`config.mk`:
```
export PLATFORM = sky130hd
export DESIGN_NAME = pacman_move_ctrl
export DESIGN_NICKNAME = d
export VERILOG_FILES = /design/src/rtl/pacman_pkg.sv /design/src/rtl/pacman_next_tile.sv /design/src/rtl/pacman_move_ctrl.sv
export SDC_FILE = /design/constraint.sdc
export NUM_CORES = 1
export LEC_CHECK = 0
export BUFFER_PORTS_ARGS = -buffer_cell sky130_fd_sc_hd__buf_2
export CAP_MARGIN = 20
export CORE_UTILIZATION = 30
export CTS_CLUSTER_DIAMETER = 60
export DETAILED_ROUTE_END_ITERATION = 10
export GPL_TIMING_DRIVEN = 0
export HOLD_SLACK_MARGIN = 0.02
export SYNTH_ARGS = -nofsm -noshare
export SYNTH_HDL_FRONTEND = slang
export SYNTH_SLANG_ARGS = --single-unit
```
`constraint.sdc`:
```
create_clock -name i_clk -period 6.3 [get_ports i_clk]
set_input_delay 0.945 -clock i_clk [delete_from_list [all_inputs] [get_ports i_clk]]
set_output_delay 0.945 -clock i_clk [all_outputs]
set_load 0.005 [all_outputs]
```
`src/rtl/pacman_pkg.sv`:
```
`default_nettype none
// ============================================================================
//  Module      : pacman_pkg
//  Description : Shared types and constants for the Pac-Man movement
//                controller: direction encoding, FSM state encoding, tile
//                size and default playfield bounds, plus a helper that
//                returns the opposite of a direction.
//  Ports       : none (package)
//  Revision    : 1.0  initial release
// ============================================================================
package pacman_pkg;

    // Direction encoding; NONE means "not moving".
    typedef enum logic [2:0] {
        NONE  = 3'd0,
        UP    = 3'd1,
        DOWN  = 3'd2,
        LEFT  = 3'd3,
        RIGHT = 3'd4
    } dir_t;

    // Movement FSM states.
    typedef enum logic [1:0] {
        S_IDLE   = 2'd0,
        S_TURN_Q = 2'd1,
        S_FWD_Q  = 2'd2,
        S_STEP   = 2'd3
    } state_t;

    localparam int c_TILE_SHIFT = 3;
    localparam int c_X_MAX      = 272;
    localparam int c_Y_MAX      = 208;

    // Opposite direction; NONE maps to NONE.
    function automatic dir_t f_opposite(input dir_t d);
        dir_t r;
        case (d)
            UP:      r = DOWN;
            DOWN:    r = UP;
            LEFT:    r = RIGHT;
            RIGHT:   r = LEFT;
            default: r = NONE;
        endcase
        return r;
    endfunction

endpackage : pacman_pkg
`default_nettype wire

```
`src/rtl/pacman_next_tile.sv`:
```
`default_nettype none
// ============================================================================
//  Module      : pacman_next_tile
//  Description : Combinational neighbour-tile calculator. Converts a pixel
//                position to tile coordinates, offsets them one tile in the
//                given direction and flags tiles that fall off the grid.
//  Ports       : i_x, i_y        pixel position (10 bit)
//                i_dir           direction to look in (NONE = current tile)
//                o_row, o_col    neighbour tile (row on x axis, col on y axis)
//                o_out_of_grid   neighbour lies outside the maze
//  Revision    : 1.0  initial release
// ============================================================================
module pacman_next_tile
    import pacman_pkg::*;
#(
    parameter int X_MAX      = c_X_MAX,
    parameter int Y_MAX      = c_Y_MAX,
    parameter int TILE_SHIFT = c_TILE_SHIFT
) (
    input  logic [9:0] i_x,
    input  logic [9:0] i_y,
    input  dir_t       i_dir,
    output logic [6:0] o_row,
    output logic [6:0] o_col,
    output logic       o_out_of_grid
);

    localparam logic signed [7:0] c_ROW_MAX = 8'(X_MAX >> TILE_SHIFT);
    localparam logic signed [7:0] c_COL_MAX = 8'(Y_MAX >> TILE_SHIFT);

    // Tile indices are at most 127 for a 10-bit position with 8-pixel
    // tiles, so they sit in the positive half of a signed byte and a
    // step to -1 stays representable instead of wrapping.
    logic signed [7:0] w_row_cur;
    logic signed [7:0] w_col_cur;
    logic signed [7:0] w_dr;
    logic signed [7:0] w_dc;
    logic signed [7:0] w_row_n;
    logic signed [7:0] w_col_n;

    assign w_row_cur = 8'(i_x >> TILE_SHIFT);
    assign w_col_cur = 8'(i_y >> TILE_SHIFT);

    always_comb begin
        w_dr = 8'sd0;
        w_dc = 8'sd0;
        case (i_dir)
            UP:      w_dr = -8'sd1;
            DOWN:    w_dr =  8'sd1;
            LEFT:    w_dc = -8'sd1;
            RIGHT:   w_dc =  8'sd1;
            default: ;
        endcase
    end

    assign w_row_n = w_row_cur + w_dr;
    assign w_col_n = w_col_cur + w_dc;

    assign o_row         = w_row_n[6:0];
    assign o_col         = w_col_n[6:0];
    assign o_out_of_grid = (w_row_n < 8'sd0) || (w_row_n > c_ROW_MAX) ||
                           (w_col_n < 8'sd0) || (w_col_n > c_COL_MAX);

endmodule : pacman_next_tile
`default_nettype wire

```
`src/rtl/pacman_move_ctrl.sv`:
```
`default_nettype none
// ============================================================================
//  Module      : pacman_move_ctrl
//  Description : Pac-Man movement controller. Latches the joystick into a
//                desired direction, and on each movement tick either
//                reverses, queries the maze for a turn / forward move at
//                tile-aligned positions, or steps one pixel mid-tile.
//  Ports       : i_clk, i_rst                 clock, sync active-high reset
//                i_up/i_down/i_left/i_right   level joystick inputs
//                i_tick                       movement strobe (IDLE only)
//                o_query_req/row/col          maze tile query
//                i_query_ack/i_query_wall     query response
//                w_pacman_x/w_pacman_y        pixel position
//                o_dir                        current direction (dir_t)
//                o_busy                       FSM not in IDLE
//  Revision    : 1.0  initial release
// ============================================================================
module pacman_move_ctrl
    import pacman_pkg::*;
#(
    parameter int X_MAX      = c_X_MAX,
    parameter int Y_MAX      = c_Y_MAX,
    parameter int START_X    = 0,
    parameter int START_Y    = 0,
    parameter int TILE_SHIFT = c_TILE_SHIFT
) (
    input  logic       i_clk,
    input  logic       i_rst,
    input  logic       i_up,
    input  logic       i_down,
    input  logic       i_left,
    input  logic       i_right,
    input  logic       i_tick,
    output logic       o_query_req,
    output logic [6:0] o_query_row,
    output logic [6:0] o_query_col,
    input  logic       i_query_ack,
    input  logic       i_query_wall,
    output logic [9:0] w_pacman_x,
    output logic [9:0] w_pacman_y,
    output logic [2:0] o_dir,
    output logic       o_busy
);

    localparam logic [9:0] c_XMAX_L  = 10'(X_MAX);
    localparam logic [9:0] c_YMAX_L  = 10'(Y_MAX);
    localparam logic [9:0] c_START_X = 10'(START_X);
    localparam logic [9:0] c_START_Y = 10'(START_Y);

    state_t     r_state_q,   w_state_d;
    dir_t       r_dir_q,     w_dir_d;
    dir_t       r_desired_q, w_desired_d;
    // Direction under query, captured on entry to a query state so the
    // requested tile stays stable even if the joystick moves meanwhile.
    dir_t       r_qdir_q,    w_qdir_d;
    logic [9:0] r_x_q,       w_x_d;
    logic [9:0] r_y_q,       w_y_d;

    logic       w_aligned;
    logic       w_in_query;
    logic       w_oog;
    logic       w_resolved;

    pacman_next_tile #(
        .X_MAX      (X_MAX),
        .Y_MAX      (Y_MAX),
        .TILE_SHIFT (TILE_SHIFT)
    ) u_next_tile (
        .i_x           (r_x_q),
        .i_y           (r_y_q),
        .i_dir         (r_qdir_q),
        .o_row         (o_query_row),
        .o_col         (o_query_col),
        .o_out_of_grid (w_oog)
    );

    assign w_aligned  = (r_x_q[TILE_SHIFT-1:0] == '0) && (r_y_q[TILE_SHIFT-1:0] == '0);
    assign w_in_query = (r_state_q == S_TURN_Q) || (r_state_q == S_FWD_Q);
    // An off-grid neighbour is a wall known locally, so it resolves in the
    // same cycle without bothering the maze.
    assign w_resolved = w_oog || i_query_ack;

    always_comb begin
        w_state_d   = r_state_q;
        w_dir_d     = r_dir_q;
        w_desired_d = r_desired_q;
        w_qdir_d    = r_qdir_q;
        w_x_d       = r_x_q;
        w_y_d       = r_y_q;

        if (i_left)       w_desired_d = LEFT;
        else if (i_right) w_desired_d = RIGHT;
        else if (i_up)    w_desired_d = UP;
        else if (i_down)  w_desired_d = DOWN;

        case (r_state_q)
            S_IDLE: begin
                if (i_tick) begin
                    if ((r_desired_q != NONE) && (r_desired_q == f_opposite(r_dir_q))) begin
                        w_dir_d   = r_desired_q;
                        w_state_d = S_STEP;
                    end else if (w_aligned) begin
                        if ((r_desired_q != NONE) && (r_desired_q != r_dir_q)) begin
                            w_qdir_d  = r_desired_q;
                            w_state_d = S_TURN_Q;
                        end else if (r_dir_q != NONE) begin
                            w_qdir_d  = r_dir_q;
                            w_state_d = S_FWD_Q;
                        end
                    end else begin
                        w_state_d = S_STEP;
                    end
                end
            end
            S_TURN_Q: begin
                if (w_resolved) begin
                    if (!w_oog && !i_query_wall) begin
                        w_dir_d   = r_qdir_q;
                        w_state_d = S_STEP;
                    end else if (r_dir_q == NONE) begin
                        // Blocked turn from rest: nothing to continue in.
                        w_state_d = S_IDLE;
                    end else begin
                        w_qdir_d  = r_dir_q;
                        w_state_d = S_FWD_Q;
                    end
                end
            end
            S_FWD_Q: begin
                if (w_resolved) begin
                    if (!w_oog && !i_query_wall) begin
                        w_state_d = S_STEP;
                    end else begin
                        w_dir_d   = NONE;
                        w_state_d = S_IDLE;
                    end
                end
            end
            S_STEP: begin
                case (r_dir_q)
                    UP:      if (r_x_q != 10'd0)    w_x_d = r_x_q - 10'd1;
                    DOWN:    if (r_x_q <  c_XMAX_L) w_x_d = r_x_q + 10'd1;
                    LEFT:    if (r_y_q != 10'd0)    w_y_d = r_y_q - 10'd1;
                    RIGHT:   if (r_y_q <  c_YMAX_L) w_y_d = r_y_q + 10'd1;
                    default: ;
                endcase
                w_state_d = S_IDLE;
            end
            default: w_state_d = S_IDLE;
        endcase
    end

    always_ff @(posedge i_clk) begin
        if (i_rst) begin
            r_state_q   <= S_IDLE;
            r_dir_q     <= NONE;
            r_desired_q <= NONE;
            r_qdir_q    <= NONE;
            r_x_q       <= c_START_X;
            r_y_q       <= c_START_Y;
        end else begin
            r_state_q   <= w_state_d;
            r_dir_q     <= w_dir_d;
            r_desired_q <= w_desired_d;
            r_qdir_q    <= w_qdir_d;
            r_x_q       <= w_x_d;
            r_y_q       <= w_y_d;
        end
    end

    assign o_query_req = w_in_query && !w_oog;
    assign o_busy      = (r_state_q != S_IDLE);
    assign o_dir       = r_dir_q;
    assign w_pacman_x  = r_x_q;
    assign w_pacman_y  = r_y_q;

endmodule : pacman_move_ctrl
`default_nettype wire

```
==> results.md, run 1 <==
- The flow ran to the end, and the final reports show no timing, DRC or antenna violations.
- The startpoint of the worst-slack reg-to-reg timing path is o_dir[1].
- Across the VDD grid, the largest voltage drop is 0.09893 mV.
- The startpoint-to-endpoint class of the critical path is flip-flop to output pin.
- The count of H-tree levels built during CTS is 2.
- The most common cell in the netlist is nor2_1.
- The worst register-to-register path ends at w_pacman_x[9].
- Across the run, the number of max-cap violations was 0.
- The netlist area before placement is around 0.0031 mm2.
- The final count of hold timing violations is 0.
- The adder-cell share of the synthesized area is 0.1703.
- On the final layout, the worst clock skew is 0.008662 ns.
- The DRC violations left is 0.
- Of the cells placed in the final design, the portion with a size suffix greater than 1 is 0.1342.
- Walking the worst path, the cells encountered are nor3b_1 -> buf_2 -> inv_1 -> fa_1 -> nand2b_1 -> a21oi_1 -> xor2_1 -> o41ai_2 -> nand4_2 -> nor2_1 -> buf_2.
- In the final routed layout, each cell accounts on average for 13.65 um.
- The met1 usage in global routing is 0.1969.
- Summed over all failing endpoints, the final setup total negative slack is 0 ns.
- Leaving out filler cells and counting taps, the final layout contains ~600.
- The arrival time reported for the critical path endpoint is ~3.4 ns.
- The number of slew-limit violations in the final report is 0.
- Among all flip-flop cells after synthesis, the most frequent one is dfxtp_1.
- The die covers 0.01079 mm2.
- The number of I/O port buffers is 46.
- At the end of the flow, the number of nets in the layout was 510.
- Setup repair after global routing left no endpoint under its margin.
- The core region is 0.009910 mm2.
- The number of placed instances, taps included, is 586.
- The overall power consumption is 930.8 uW.
- The CTS buffer count is 5.
- The final number of setup-violating endpoints is 0.
- At the pin with the least slew margin, the transition time is 0.7359 ns.
- The main combinational cell family by area after synthesis is compound AO/OA/AOI/OAI gates.
- The compound-gate portion of the synthesized area is 0.2547.
- The initial utilization of the core area, before any placement, comes to 0.3143.
- The relative slew slack is 0.4967.
- The number of rows created at floorplan is 36.
- The clock-pin slew on the worst setup and hold paths is 0.07 ns.
- The kind of start point of the critical path is a flip-flop.
- In the global route stage, met2 resource usage came out at 0.2486.
- The worst register-to-register path has a depth of 11.
- STA classifies the critical path endpoint as an output pin.
- The wire length of the first global-routing pass is between 10 and 15 mm.
- After synthesis the netlist holds a flip-flop and latch count of 31.
- The worst hold-check path type is flip-flop to flip-flop.
- The worst-case hold path end point is w_pacman_x[2].
- For this run, the register share of the synthesized area comes to 0.1993.
- The first detailed-routing pass took 4 iterations.
- The count of cells along the worst hold path is 2.
- The synthesis-to-finish area growth is 15.51%.
- The share of synthesized area in the top cell type comes to 0.1993.
- The cell chosen for the clock root is clkbuf_8.
- The maximum number of buffers from clock root to sink is 2.
- The count of warnings emitted by yosys is 0.
- The total number of vias is between 3000 and 4000.
- In the synthesized netlist the async set-or-reset flop fraction comes to 0.
- The startpoint of the worst hold path is w_pacman_x[2].
- After detailed routing, the number of vias per cell comes to around 5.3.
- The clock period could shrink to 4.335 ns.
- The HPWL after detailed placement is 6.367 mm.
- The number of antenna violations at the first check in global routing is 0.
- Entering global routing, the biggest net connects 13 pins.
- In this run, the number of DRC markers left after iteration 0 of detailed routing was 181.
- The number of gates resized after cts is 0.
- For this run, the top clock speed supported by timing is 230.7 MHz.
- The number of buffers inserted by hold repair at cts is 0.
- The die is 103.9 um wide.
- The smallest hold slack is around 0.55 ns.
- Setup slack on the worst reg-to-reg path comes out at 2.41 ns.
- The via count of the first global-routing pass is 2825.
- Routability-driven placement finished with a final weighted congestion of approximately 0.96.
- Of all nets on the critical path, the largest fanout is 7.
- The synthesized design contains 0 enable-type register cells.
- The total setup buffers inserted after CTS is 0.
- Data on the critical path is required at its endpoint by 5.35 ns.
- The slowest stage of the critical path is the dfxtp_1 cell.
- The die height is around 100 um.
- The xor-xnor portion of the synthesized cell area is 0.07593.
- The count of cell types in the netlist is 56.
- The commonest cells after synthesis are 73 x nor2_1, 44 x a21oi_1, 36 x ha_1.
- The average instance in the mapped netlist occupies between 7 and 8 um2.
- The clock net sink count is 31.
- Of all cell types, the one taking the most synthesized area is dfxtp_1.
- The synthesized instance count is about 410.
- The later-pin clock latency in the skew report is ~0.28 ns.
- Sorting the synthesized cells by area gives the leading types as dfxtp_1 20%, ha_1 14%, nor2_1 8.8%.
- The post-route clock period utilization is 0.6880.
- The most used cell along the critical path is buf_2.
- After synthesis, the share of cell area in mux cells is 0.01928.
- met2 is the most crowded layer.
- Global routing finished with a remaining overflow of 0.
- 48 I/O pins were placed.
- For this run, global-route usage on met3 was measured as 0.03321.
- In this run the power density over the cells is ~260 mW/mm2.
- The static leakage is between 1.5 and 2 nW.
- The highest cell delay on the worst timing path is about 0.45 ns.
- Summed over all layers, the routed wires come to ~8.1 mm.
- The final antenna-violating net count is 0.
- When the netlist entered floorplanning its net count stood at 456.
- The overall fraction of global-route tracks in use is 0.1495.
- The clock tree from TritonCTS is yes.
- 0 antenna diodes ended up in the layout.
- Of the total synthesized cell area, the portion taken by AND, OR, NAND and NOR gates is 0.2419.
## cell type report
class	count	area, um2
plain buffers	12	45.04
clock buffers	7	76.32
clock inverters	1	5.005
fillers	1109	6312
inverters	20	75.07
multi-input cells	344	2374
flip-flops and latches	31	620.6
well taps	133	166.4
repair buffers	47	235.2
## registers in the layout (all words and copies together) (netlist names)
register,count
r_desired_q,3
r_qdir_q,3
o_dir,3
w_pacman_y,10
w_pacman_x,10
r_state_q,2
## placed cells by master, fill, tap and decap left out, types with 14 or more instances in the layout
master and n:
a21oi_1 44, buf_2 47, dfxtp_1 31, ha_1 36, inv_1 20, nand2_1 17, nor2_1 73, o21ai_0 21
xnor2_1 14
## through the flow
step / instance area, um2 / util / worst slack, ns
2_1_floorplan: 3114 / - / 2.636
3_3_place_gp: 3511 / 0.3543 / 2.006
3_5_place_dp: 3511 / 0.3543 / 1.973
4_1_cts: 3592 / 0.3625 / 1.612
5_1_grt: 3597 / 0.3630 / 1.672
6_report: 3597 / 0.3630 / 1.965
## cells by family after synthesis
| logic type | Yosys count |
|---|---|
| and+or+nand+nor | 151 |
| AOI/OAI and AO/OA | 120 |
| adders and majority gates | 40 |
| buffers and inverters | 32 |
| DFF | 31 |
| xor gates and xnor gates | 27 |
| muxes | 6 |
## how the worst max path moves through the flow
stage,cells after the start,start,slack (ns),to
after floorplan,9,r_qdir_q[0],2.64,o_query_req
after global placement,10,r_qdir_q[0],2.01,o_query_req
after detailed placement,10,r_qdir_q[0],1.97,o_query_req
after CTS,10,r_qdir_q[0],1.61,o_query_req
after global routing,11,r_qdir_q[0],1.67,o_query_req
final,11,r_qdir_q[0],1.97,o_query_req
## critical path, delay by kind of cell (launching register included)
family / cells / cell delay, ns
xor+xnor: 1 / 0.11
simple gates: 4 / 1.04
fa+ha+maj: 1 / 0.43
compound gates: 2 / 0.61
flops: 1 / 0.45
buf+inv: 3 / 0.48
## power by group
part | internal (mW) | total (mW) | switching [mW]
combinational | 0.218 | 0.532 | 0.314
clock | 0.0774 | 0.151 | 0.0734
sequential | 0.216 | 0.248 | 0.0320
total | 0.512 | 0.931 | 0.419
## layer usage
| metal | vias to the layer above | routed length [um] |
|---|---|---|
| li1 | 1592 | - |
| met1 | 1445 | 3853 |
| met2 | 92 | 3725 |
| met3 | 13 | 441 |
| met4 | 0 | 99 |
| met5 | - | 0 |
Power figures use the tool's default switching activity.
==> run 2, diff against run 1 <==
Clock period 6.3 ns to 3.75 ns, I/O delays scaled along.
==> results.md, run 2 (synthesis results as in run 1) <==
- The maximum number of pins on one net before global-route repair was 13 (unchanged).
- The starting density of the core was 0.3143 (unchanged).
- The number of buffer and inverter stages on the critical path is 1 (was 3).
- The worst clock skew on the final layout is 0.009399 ns (was 0.008662 ns).
- The synthesis-to-finish area growth is 18.72% (was 15.51%).
- The number of violations reported at the end of detailed-routing iteration 0 was 155 (was 181).
- The nature of the critical path endpoint was an output pin (unchanged).
- The peak supply drop is 0.1705 mV (was 0.09893 mV).
- The net count of the finished layout came to 517 (was 510).
- The overall power consumption was 1.677 mW (was 930.8 uW).
- The relative slew slack is 0.5030 (was 0.4967).
- The clock net sink count is 31 (unchanged).
- The wire length per cell came to 13.76 um (was 13.65 um).
- The number of slew-limit violations in the final report is 0 (unchanged).
- The first-pass iteration count of the detailed router is 4 (unchanged).
- The weighted congestion at the end of routability-driven global placement is 0.9593 (unchanged).
- The instance area at placement is 0.003511 mm2 (unchanged).
- The static leakage came to 1.786 nW (was 1.740 nW).
- The power density over the cells is 453.5 mW/mm2 (was 258.8 mW/mm2).
- The transition time of the tightest slew-check pin is 0.7267 ns (was 0.7359 ns).
- The core region area is 0.009910 mm2 (unchanged).
- The commonest non-fill, non-tap cell in the layout was nor2_1 (unchanged).
- The wire length of the first global-routing pass is 13.41 mm (was 13.39 mm).
- The total global routing overflow is 0 (unchanged).
- Run status: completed (unchanged).
- The total number of vias came to 3163 (was 3142).
- The clock tree from TritonCTS is yes (unchanged).
- The CTS buffer count is 5 (unchanged).
- The HPWL after detailed placement is 6.367 mm (unchanged).
- The required time of the worst setup path was 3.19 ns (was 5.35 ns).
- The number of antenna violations at the first check in global routing was 0 (unchanged).
- Most used cells in the layout excluding fill and tap cells: 73 x nor2_1, 46 x buf_2, 44 x a21oi_1, 36 x ha_1, 28 x dfxtp_1 (was 73 x nor2_1, 47 x buf_2, 44 x a21oi_1, 36 x ha_1, 31 x dfxtp_1).
- The smallest hold slack is 0.4726 ns (was 0.5510 ns).
- The slowest cell on the critical path is a2111oi_4 (was dfxtp_1).
- The DRC violations left is 0 (unchanged).
- The final count of hold timing violations is 0 (unchanged).
- The routed wire length is 8.285 mm (was 8.120 mm).
- Based on the critical path, the design can be clocked at up to 284.1 MHz.
- The final number of setup-violating endpoints is 0 (unchanged).
- The startpoint-to-endpoint class of the critical path is flip-flop to output pin (unchanged).
- The startpoint of the worst hold path is i_left (was w_pacman_x[2]).
- The number of I/O port buffers came to 46 (unchanged).
- The later-pin clock latency in the skew report is 0.28 ns (about the same).
- The worst hold-check path type is primary input to flip-flop (was flip-flop to flip-flop).
- The post-route standard cell area excluding fillers is 0.003697 mm2 (was 0.003597 mm2).
- The horizontal die dimension is 103.9 um (unchanged).
- The startpoint of the worst-slack reg-to-reg timing path is o_dir[1] (unchanged).
- Setup repair after global routing missed its margin: no (unchanged).
- The highest cell delay on the worst timing path is 0.41 ns (was 0.45 ns).
- The count of H-tree levels built during CTS was 2 (unchanged).
- The fraction of layout instances using a drive strength above 1 is 0.1578 (was 0.1342).
- The cell class contributing the biggest share of worst-path delay is compound AO/OA/AOI/OAI gates (was simple AND/OR/NAND/NOR gates).
- The post-route clock period utilization is 0.9387.
- The number of I/O pins is 48 (unchanged).
- The reg-to-reg setup timing slack is 0.25 ns (was 2.41 ns).
- The final antenna diode count is 0 (unchanged).
- The number of rows created at floorplan came to 36 (unchanged).
- The kind of start point of the critical path is a flip-flop (unchanged).
- Cells traversed along the worst timing path: nand3b_1 -> nand2_1 -> ha_1 -> fa_2 -> a211oi_4 -> o21ba_1 -> nor3_1 -> a2111oi_4 -> nand4_4 -> nor2_1 -> buf_2 (was nor3b_1 -> buf_2 -> inv_1 -> fa_1 -> nand2b_1 -> a21oi_1 -> xor2_1 -> o41ai_2 -> nand4_2 -> nor2_1 -> buf_2).
- The die height is 103.9 um (unchanged).
- The maximum number of buffers from clock root to sink is 2 (unchanged).
- The final antenna-violating net count came to 0 (unchanged).
- The routed via count divided by cell count was 5.254 (was 5.281).
- The maximum fanout along the worst path is 6 (was 7).
- The reported max-cap violation count came to 0 (unchanged).
- The overall fraction of global-route tracks in use is 0.1497 (was 0.1495).
- The minimum clock period is between 3 and 4 ns.
- The cell chosen for the clock root was clkbuf_8 (unchanged).
- The launching instance or port of the critical path is r_qdir_q[2] (was r_qdir_q[0]).
- The arrival time reported for the critical path endpoint is 2.96 ns (was 3.39 ns).
- The clock-pin slew on the worst setup and hold paths is 0.07 ns (about the same).
- The area enclosed by the die boundary came to 0.01079 mm2 (unchanged).
- The via count of the first global-routing pass came to 2844 (was 2825).
[run 2: metrics by stage]
step / cells / TNS [ns] / setup WS [ns] / utilization
floorplan: 407 / 0 / 0.2351 / -
global placement: 586 / -1.422 / -0.3234 / 0.3543
detailed placement: 586 / -1.768 / -0.3593 / 0.3543
CTS: 597 / -0.05030 / -0.05030 / 0.3659
global route: 602 / 0 / 0.003956 / 0.3731
finish: 602 / 0 / 0.2299 / 0.3731
[run 2: layer usage]
| layer | routed length (um) | vias up | part of all wire | track usage |
|---|---|---|---|---|
| met5 | 0 | - | 0 | 0 |
| met4 | 97 | 0 | 0.012 | 0.03265 |
| met3 | 508 | 12 | 0.061 | 0.03321 |
| met2 | 3822 | 96 | 0.46 | 0.2490 |
| met1 | 3856 | 1455 | 0.47 | 0.1969 |
| li1 | - | 1600 | - | - |
[run 2: what timing repair did]
item                                   CTS  global route
pin swaps                                1             4
endpoints found under the hold margin    0             0
gates resized for setup                  2             7
setup buffers                            3             5
hold buffers                             0             0
setup endpoints to repair               11             6
[run 2: layout make-up]
class                   instances  area [um2]
well taps                     133       166.4
multi-input cells             344        2415
flip-flops and latches         31       624.3
fillers                      1095        6212
plain buffers                  12       45.04
clock inverters                 1       5.005
inverters                      20       75.07
clock buffers                   7       76.32
repair buffers                 54       290.3
[run 2: power breakdown]
group          switching (mW)  leakage (nW)  total (mW)  internal (mW)
sequential             0.0603         0.253       0.427          0.367
combinational           0.556          1.49       0.996          0.440
clock                   0.123        0.0422       0.253          0.130
[run 2: worst paths after layout]
check,to,cells after the start
worst max-delay path,o_query_req,11
worst min-delay path,r_desired_q[2],2
worst max register to register,w_pacman_x[9],11
worst min register to register,w_pacman_x[2],2
[run 2: worst reg2reg max path, cell delays in order, from the launching register on]
cell	delay, ns
dfxtp_1	0.42
clkbuf_1	0.38
nand3b_1	0.24
buf_4	0.21
ha_1	0.31
a21oi_1	0.22
o21bai_1	0.11
a2111oi_0	0.70
o31ai_1	0.22
xnor2_1	0.18
or3_1	0.31
a21oi_1	0.13
==> run 3, diff against run 2 <==
Settings changed: CAP_MARGIN 20 to not set, CORE_ASPECT_RATIO set to 0.8, SETUP_SLACK_MARGIN set to 0.05.
==> results.md, run 3 (synthesis results as in run 1) <==
- The final antenna diode count came to 0 (unchanged).
- Most used cells in the layout excluding fill and tap cells: 72 x nor2_1, 46 x buf_2, 43 x a21oi_1, 35 x ha_1, 28 x dfxtp_1 (was 73 x nor2_1, 46 x buf_2, 44 x a21oi_1, 36 x ha_1, 28 x dfxtp_1).
- The number of placed cells counting well taps is 589 (was 586).
- The horizontal die dimension is 115.9 um (was 103.9 um).
- The DRC violations left is 0 (unchanged).
- The total number of vias is 3158 (was 3163).
- The static leakage is 1.828 nW (was 1.786 nW).
- The maximum number of pins on one net before global-route repair is 13 (unchanged).
- The reported max-cap violation count is 0 (unchanged).
- The CTS buffer count came to 5 (unchanged).
- The smallest hold slack came to 0.4777 ns (was 0.4726 ns).
- The required time of the worst setup path is 3.19 ns (about the same).
- The clock net sink count is 31 (unchanged).
- The HPWL after detailed placement came to 6.471 mm (was 6.367 mm).
- The clock-pin slew on the worst setup and hold paths is 0.05 ns (was 0.07 ns).
- The slack of the critical path is 0.1752 ns (was 0.2299 ns).
- The number of I/O pins was 48 (unchanged).
- The number of buffers inserted by hold repair at cts came to 0 (unchanged).
- The fraction of layout instances using a drive strength above 1 came to 0.1731 (was 0.1578).
- The final instance count without filler cells came to 604 (was 602).
- The overall fraction of global-route tracks in use is 0.1634 (was 0.1497).
- The number of antenna violations at the first check in global routing is 0 (unchanged).
- The instance area at placement is 0.003515 mm2 (was 0.003511 mm2).
- The core region area is 0.009849 mm2 (was 0.009910 mm2).
- The kind of start point of the critical path is a flip-flop (unchanged).
- The relative slew slack is 0.5999 (was 0.5030).
- The weighted congestion at the end of routability-driven global placement is 0.8736 (was 0.9593).
- The minimum clock period was 3.575 ns (was 3.520 ns).
- The routed via count divided by cell count is 5.228 (was 5.254).
- Run status: completed (unchanged).
- The count of filler cells inserted in the layout was 1064 (was 1095).
- The area enclosed by the die boundary is 0.01079 mm2 (about the same).
- The clock tree from TritonCTS was yes (unchanged).
- The later-pin clock latency in the skew report is 0.28 ns (about the same).
- The count of cells along the worst hold path is 2 (unchanged).
- The maximum fanout along the worst path was 6 (unchanged).
- The total negative slack is 0 ns (unchanged).
- The number of violations reported at the end of detailed-routing iteration 0 is 160 (was 155).
- The number of rows created at floorplan was 32 (was 36).
- The routed wire length is 8.520 mm (was 8.285 mm).
- Setup repair after global routing missed its margin: yes (was no).
- The number of slew-limit violations in the final report came to 0 (unchanged).
- The depth of the worst register-to-register path is 13 (was 11).
- The final number of setup-violating endpoints is 0 (unchanged).
- The power density over the cells was 505.6 mW/mm2 (was 453.5 mW/mm2).
- The worst setup slack before clock tree synthesis is -0.3477 ns (was -0.3593 ns).
- The startpoint-to-endpoint class of the critical path is flip-flop to output pin (unchanged).
- The post-route clock period utilization is 0.9533 (was 0.9387).
- The wire length of the first global-routing pass is 13.92 mm (was 13.41 mm).
- The transition time of the tightest slew-check pin came to 0.5921 ns (was 0.7267 ns).
- The via count of the first global-routing pass is 2865 (was 2844).
- The arrival time reported for the critical path endpoint is 3.01 ns (was 2.96 ns).
- The highest achievable clock rate is 279.7 MHz (was 284.1 MHz).
- The synthesis-to-finish area growth came to 22.02% (was 18.72%).
- The post-route standard cell area excluding fillers is 0.003800 mm2 (was 0.003697 mm2).
- The worst clock skew on the final layout came to 0.005387 ns (was 0.009399 ns).
- The first-pass iteration count of the detailed router is 4 (unchanged).
- The peak supply drop was 0.1914 mV (was 0.1705 mV).
- The final antenna-violating net count is 0 (unchanged).
- The final count of hold timing violations was 0 (unchanged).
- The nature of the critical path endpoint was an output pin (unchanged).
- The net count of the finished layout is 516 (was 517).
- The maximum number of buffers from clock root to sink was 2 (unchanged).
- The worst hold-check path type is primary input to flip-flop (unchanged).
- The die height is 93.13 um (was 103.9 um).
- The total global routing overflow is 0 (unchanged).
- The commonest non-fill, non-tap cell in the layout is nor2_1 (unchanged).
- The number of I/O port buffers is 46 (unchanged).
- The cell chosen for the clock root is clkbuf_16 (was clkbuf_8).
- The wire length per cell is 14.11 um (was 13.76 um).
- The count of H-tree levels built during CTS is 2 (unchanged).
- The starting density of the core came to 0.3162 (was 0.3143).
[run 3: worst paths after layout]
kind | startpoint | end | slack [ns]
max | r_qdir_q[1] | o_query_req | 0.18
min | i_left | r_desired_q[2] | 0.48
max reg2reg | r_qdir_q[1] | o_dir[0] | 0.26
min reg2reg | w_pacman_y[2] | w_pacman_y[2] | 0.55
[run 3: area by class of cell]
type                       count  area, um2  area share
clock buffer                   6      138.9     0.03655
multi-input combinational    344       2426      0.6385
timing repair buffer          53      282.8     0.07442
buffer                        12      45.04     0.01185
sequential                    31      626.9      0.1650
clock inverter                 2      35.03    0.009220
inverter                      20      75.07     0.01976
tap                          136      170.2     0.04478
[run 3: through the flow]
step	power, mW	util
CTS	1.817	0.3774
global placement	1.284	0.3568
global route	2.063	0.3858
floorplan	1.054	-
detailed placement	1.305	0.3568
finish	1.921	0.3858
[run 3: critical path: stages (launching register included)]
cell      delay (ns)
dfxtp_4         0.37
xnor2_1         0.12
nor2_1          0.18
ha_2            0.22
inv_1           0.05
fa_1            0.41
nand2b_4        0.18
a21oi_2         0.13
xor2_1          0.10
o41ai_2         0.50
nand4_4         0.22
nor2_2          0.12
buf_2           0.12
[run 3: what timing repair did]
| item | 4_1_cts | 5_1_grt |
|---|---|---|
| setup buffers | 1 | 6 |
| pin swaps | 3 | 4 |
| resized for setup | 5 | 11 |
| setup endpoints to repair | 11 | 6 |
[run 3: metal layers]
layer | global-route usage | part of all wire
met5 | 0 | 0
met3 | 0.04018 | 0.063
met4 | 0.04274 | 0.0096
met1 | 0.2325 | 0.50
met2 | 0.2431 | 0.43
[run 3: report_power, final]
| group | internal [mW] | total (mW) | switching, mW |
|---|---|---|---|
| clock network | 0.330 | 0.481 | 0.151 |
| registers | 0.369 | 0.429 | 0.0592 |
| logic | 0.451 | 1.01 | 0.561 |
